File: src/rtl/pkt_disassembler.sv
// pkt_disassembler
//   Splits a received 72-bit SpiNNaker packet (header [7:0], key [39:8],
//   payload [71:40]) into 32-bit event words for the processor stream.
//   Multicast packets (header[7:6]==0) produce the key word, followed by the
//   payload word when header[1] is set. All other packets are accepted and
//   discarded, and each discard is counted in a saturating 16-bit counter.
//
//   Optional feature: define PKT_DISASSEMBLER_PARITY_CHECK_EN to enable the
//   parity check. Multicast packets whose header^key(^payload) parity is not
//   odd are then discarded and counted like non-multicast packets.
//
// Ports
//   clk          : single clock (HSSL interface domain)
//   reset        : synchronous, active-high
//   pkt_data_in  : received packet
//   pkt_vld_in   : qualifies pkt_data_in
//   pkt_rdy_out  : packet accept, high only when idle and out of reset
//   evt_data_out : event word
//   evt_last_out : last word of the packet
//   evt_vld_out  : qualifies the event word
//   evt_rdy_in   : downstream ready
//   drop_cnt_out : count of discarded packets, saturating
module pkt_disassembler #(
  parameter int PACKET_BITS = 72
) (
  input  logic                   clk,
  input  logic                   reset,
  input  logic [PACKET_BITS-1:0] pkt_data_in,
  input  logic                   pkt_vld_in,
  output logic                   pkt_rdy_out,
  output logic [31:0]            evt_data_out,
  output logic                   evt_last_out,
  output logic                   evt_vld_out,
  input  logic                   evt_rdy_in,
  output logic [15:0]            drop_cnt_out
);

  typedef enum logic [1:0] {IDLE, KEY, PLD} state_t;

  state_t                 state;
  logic [PACKET_BITS-1:0] pkt_reg;

  logic [7:0]  in_hdr;
  logic [31:0] in_key;
  logic [31:0] in_pld;
  logic        mc_ok;
  logic        pkt_xfer;
  logic        evt_xfer;

  assign in_hdr = pkt_data_in[7:0];
  assign in_key = pkt_data_in[39:8];
  assign in_pld = pkt_data_in[71:40];

`ifdef PKT_DISASSEMBLER_PARITY_CHECK_EN
  // Payload only participates when the packet claims to carry one.
  logic par_odd;
  assign par_odd = ^{in_hdr, in_key, (in_hdr[1] ? in_pld : 32'h0)};
  assign mc_ok   = (in_hdr[7:6] == 2'b00) && par_odd;
`else
  logic unused_pld;
  assign unused_pld = ^in_pld;
  assign mc_ok      = (in_hdr[7:6] == 2'b00);
`endif

  // Ready is decoded from state alone; forced low during reset.
  assign pkt_rdy_out = (state == IDLE) && !reset;
  assign pkt_xfer    = pkt_vld_in && pkt_rdy_out;
  assign evt_xfer    = evt_vld_out && evt_rdy_in;

  always_ff @(posedge clk) begin
    if (reset) begin
      state        <= IDLE;
      pkt_reg      <= '0;
      evt_data_out <= '0;
      evt_last_out <= 1'b0;
      evt_vld_out  <= 1'b0;
      drop_cnt_out <= '0;
    end else begin
      case (state)
        IDLE: begin
          if (pkt_xfer) begin
            if (mc_ok) begin
              // Key word is loaded straight into the output register so it
              // is visible the cycle after acceptance.
              pkt_reg      <= pkt_data_in;
              evt_data_out <= in_key;
              evt_last_out <= ~in_hdr[1];
              evt_vld_out  <= 1'b1;
              state        <= KEY;
            end else if (drop_cnt_out != 16'hFFFF) begin
              drop_cnt_out <= drop_cnt_out + 16'd1;
            end
          end
        end
        KEY: begin
          if (evt_xfer) begin
            if (pkt_reg[1]) begin
              evt_data_out <= pkt_reg[71:40];
              evt_last_out <= 1'b1;
              state        <= PLD;
            end else begin
              evt_vld_out <= 1'b0;
              state       <= IDLE;
            end
          end
        end
        PLD: begin
          if (evt_xfer) begin
            evt_vld_out <= 1'b0;
            state       <= IDLE;
          end
        end
        default: begin
          evt_vld_out <= 1'b0;
          state       <= IDLE;
        end
      endcase
    end
  end

endmodule

File: config.mk
export PLATFORM = sky130hd
export DESIGN_NAME = pkt_disassembler
export DESIGN_NICKNAME = d
export VERILOG_FILES = /design/src/rtl/pkt_disassembler.sv
export SDC_FILE = /design/constraint.sdc
export NUM_CORES = 1
export LEC_CHECK = 0
export CAP_MARGIN = 20
export CORE_MARGIN = 10
export CORE_UTILIZATION = 30
export CTS_BUF_LIST = sky130_fd_sc_hd__clkbuf_4 sky130_fd_sc_hd__clkbuf_8 sky130_fd_sc_hd__clkbuf_16
export DETAILED_ROUTE_END_ITERATION = 10
export PLACE_DENSITY_LB_ADDON = 0.05
export SKIP_CTS_REPAIR_TIMING = 1
export SYNTH_ARGS = -nofsm -noshare
export SYNTH_HDL_FRONTEND = slang
export SYNTH_SLANG_ARGS = --single-unit
File: constraint.sdc
create_clock -name clk -period 1.83 [get_ports clk]
set_input_delay 0.366 -clock clk [delete_from_list [all_inputs] [get_ports clk]]
set_output_delay 0.366 -clock clk [all_outputs]
set_load 0.03 [all_outputs]
==> results.py <==
metrics = {
    "worst_setup_path": {
        "largest_fanout_of_any_net_on_the_critical_path": 8,
        "timing.critical_path.cells": "or4b_4 > o22a_4 > buf_12 > or3_4 > a21oi_1",
        "critPathSlowestCell": "sky130_fd_sc_hd__or4b_4",
        "endpoint_kind": "register",
        "cpPeakStageDelay_ps": 550,
        "crit_path_start_kind": "register",
        "class_of_the_most_critical_setup_path": "register to register",
        "crit_buf_inv": 1,
        "required_ps": 2100,
        "critical-path-top-delay-family": "simple AND/OR/NAND/NOR gates",
        "cp_data_arrival_time_ps": 2210,
    },
    "die": {
        "fp.dieW_um": 132,
        "area_inside_the_core_boundary_um2": 12100,
        "pin_count": 127,
        "start_util": 0.309,
        "placementRows": 40,
        "die_h_um": 132,
        "die_outline_area_um2": 17400,
    },
    "route": {
        "routed_via_density": 4.95,
        "post_dr_wirelength_cell_um": 16.8,
        "finalWirelength_mm": 12.9,
        "vias": 3790,
        "drt_first_iter_violations": 283,
        "drcViolationCount": 0,
        "dr.pass1.iters": 5,
        "detail-route-antenna-nets": 0,
    },
    "final_layout": {
        "finalInstanceArea_um2": 6070,
        "most_frequent_standard_cell_in_the_layout_excluding_fill_and_tap_cells": "sky130_fd_sc_hd__clkdlybuf4s50_1",
        "drive_above_1_share": 0.172,
        "layoutNonFillerInstCount": 766,
        "syn_to_final_growth_pct": 61.9,
        "num-nets-final": 670,
        "antenna_cell_count": 0,
        "flip_flop_count_of_the_largest_register_all_copies_and_words_added": 33,
        "final_cell_mix": "sky130_fd_sc_hd__clkdlybuf4s50_1 (103), sky130_fd_sc_hd__dfxtp_1 (77), sky130_fd_sc_hd__nand2_1 (73)",
    },
    "power_and_ir_drop": {
        "power.density_nw_per_um2": 737,
        "power.static_leakage_nw": 2.55,
        "worst_ir_drop_vdd_uv": 326,
    },
    "placed_design": {
        "post-place-cells": 742,
        "buffer_ports.inserted": 121,
        "finalWeightedCongestion": 0.835,
        "hpwlAfterDp_mm": 8.45,
        "pre_cts_ws_ps": -544,
        "placedInstanceArea_um2": 5400,
    },
    "synthesis": {
        "syn_nets": 529,
        "number_of_flops_mapped_to_enable_cells_by_yosys": 0,
        "synth-async-reset-ratio": 0,
        "yosys_register_bits": 85,
        "postSynthCellCount": 452,
        "yosys_warning_count": 0,
        "most_used_flip_flop_cell_after_synthesis": "sky130_fd_sc_hd__dfxtp_1",
        "syn_area_um2": 3750,
        "average_cell_area_after_synthesis_um2": 8.29,
        "post_synth_num_cell_types": 41,
        "synth_seq_area_share": 0.454,
    },
    "global_routing": {
        "antenna_found_initial": 0,
        "grt_start_max_net_pins": 49,
        "first_pass_grt_wire_length_mm": 19.6,
        "groute.usage.overall": 0.137,
        "gr-total-overflow": 0,
        "first_global_vias": 3800,
    },
    "job": {
        "max_cap_violations": 0,
    },
    "sta": {
        "finalCriticalPeriod_ps": 1950,
        "timing.final.ws_setup_ps": -116,
        "fmaxAchievable_mhz": 514,
        "clock_skew_ps": 7.48,
        "final-setup-viol-count": 33,
        "period_share": 1.06,
        "rsz0062_at_grt": "yes",
        "slew_headroom": 0.639,
        "worst-slew-pin-transition_ps": 541,
        "hold_violations": 0,
        "finalMaxSlewViolations": 0,
    },
    "clock_tree": {
        "clkSlewWorstSetupHoldPaths_ps": 70,
        "numClockSinks": 85,
        "cts_buffers": 9,
        "ctsHtreeMaxLevel": 3,
        "clock_tree_from_tritoncts": "yes",
        "clock_insertion_delay_worst_skew_ps": 340,
        "cts_root_buf": "sky130_fd_sc_hd__clkbuf_16",
        "clockBufferDepth": 2,
    },
    "outcome": {
        "run_status": "complete, but fails checks",
        "failed_checks": "negative setup slack",
    },
    "worst_hold_path": {
        "min-delay-path-class": "register to register",
    },
}
-- per-layer routing --
metal | wire length, µm | global-route usage
met1 | 5950 | 0.170
met2 | 5920 | 0.215
met3 | 869 | 0.0461
met4 | 164 | 0.0519
met5 | 0 | 0
-- final cells by class --
class | instances | area [µm²]
clock inverters | 5 | 81.3
repair buffers | 167 | 1780
clock buffers | 11 | 258
inverters | 5 | 18.8
fillers | 1207 | 6040
well taps | 168 | 210
flip-flops and latches | 85 | 1720
multi-input cells | 325 | 2010
-- path summary, 6_finish.rpt --
path                                  start               to  slack (ps)  cells past startpoint
worst max-delay path               state[0]  evt_data_out[6]        -120                      5
worst min-delay path            pkt_reg[49]      pkt_reg[49]         450                      2
worst max register to register     state[0]  evt_data_out[6]        -120                      5
worst min register to register  pkt_reg[49]      pkt_reg[49]         450                      2
-- cells in the mapped netlist, types with 3 or more instances --
cell type | count | share of area
sky130_fd_sc_hd__a21oi_1 | 73 | 0.097
sky130_fd_sc_hd__clkbuf_1 | 32 | 0.032
sky130_fd_sc_hd__nand4_1 | 6 | 0.010
sky130_fd_sc_hd__o311ai_0 | 3 | 0.0070
sky130_fd_sc_hd__or3_1 | 35 | 0.058
sky130_fd_sc_hd__buf_2 | 3 | 0.0040
sky130_fd_sc_hd__nand2_1 | 73 | 0.073
sky130_fd_sc_hd__dfxtp_1 | 85 | 0.45
sky130_fd_sc_hd__nor2_1 | 9 | 0.0090
sky130_fd_sc_hd__o41ai_1 | 3 | 0.0070
sky130_fd_sc_hd__o31ai_1 | 5 | 0.010
sky130_fd_sc_hd__a211oi_1 | 3 | 0.0060
sky130_fd_sc_hd__mux2i_1 | 32 | 0.085
sky130_fd_sc_hd__inv_1 | 5 | 0.0050
sky130_fd_sc_hd__nand3_1 | 8 | 0.011
sky130_fd_sc_hd__nor3_1 | 5 | 0.0067
sky130_fd_sc_hd__o21ai_0 | 38 | 0.051
sky130_fd_sc_hd__or4_1 | 5 | 0.010
-- logic make-up after synthesis --
| family | after synthesis | share of synthesized area |
|---|---|---|
| buffers and inverters | 42 | 0.0431 |
| adder cells (fa/ha/maj) | 1 | 0.00334 |
| AND/OR/NAND/NOR | 158 | 0.214 |
| flip-flops | 85 | 0.454 |
| multiplexers | 34 | 0.0915 |
| AO/OA/AOI/OAI | 132 | 0.194 |
-- where the power goes --
| group | internal [mW] | total (mW) | switching, mW |
|---|---|---|---|
| Clock | 1.29 | 2.05 | 0.755 |
| Sequential | 1.88 | 1.90 | 0.0203 |
| Combinational | 0.290 | 0.517 | 0.228 |
| Total | 3.47 | 4.47 | 1.00 |
-- tightest hold or removal path: stages (launching register included) --
cell                      delay (ps)
sky130_fd_sc_hd__dfxtp_1         310
sky130_fd_sc_hd__nand2_1          50
sky130_fd_sc_hd__a21oi_1          50
-- stage by stage --
step           hold WS (ps)  power (mW)  utilization  TNS [ps]
2_1_floorplan           436        2.15            -     -1220
3_3_place_gp            442        2.43        0.445    -32390
3_5_place_dp            446        2.43        0.445    -33070
5_1_grt                 474        4.63        0.501     -4450
4_1_cts                 454        4.50        0.473     -5680
6_report                452        4.47        0.501     -2770
Power figures use the tool's default switching activity.
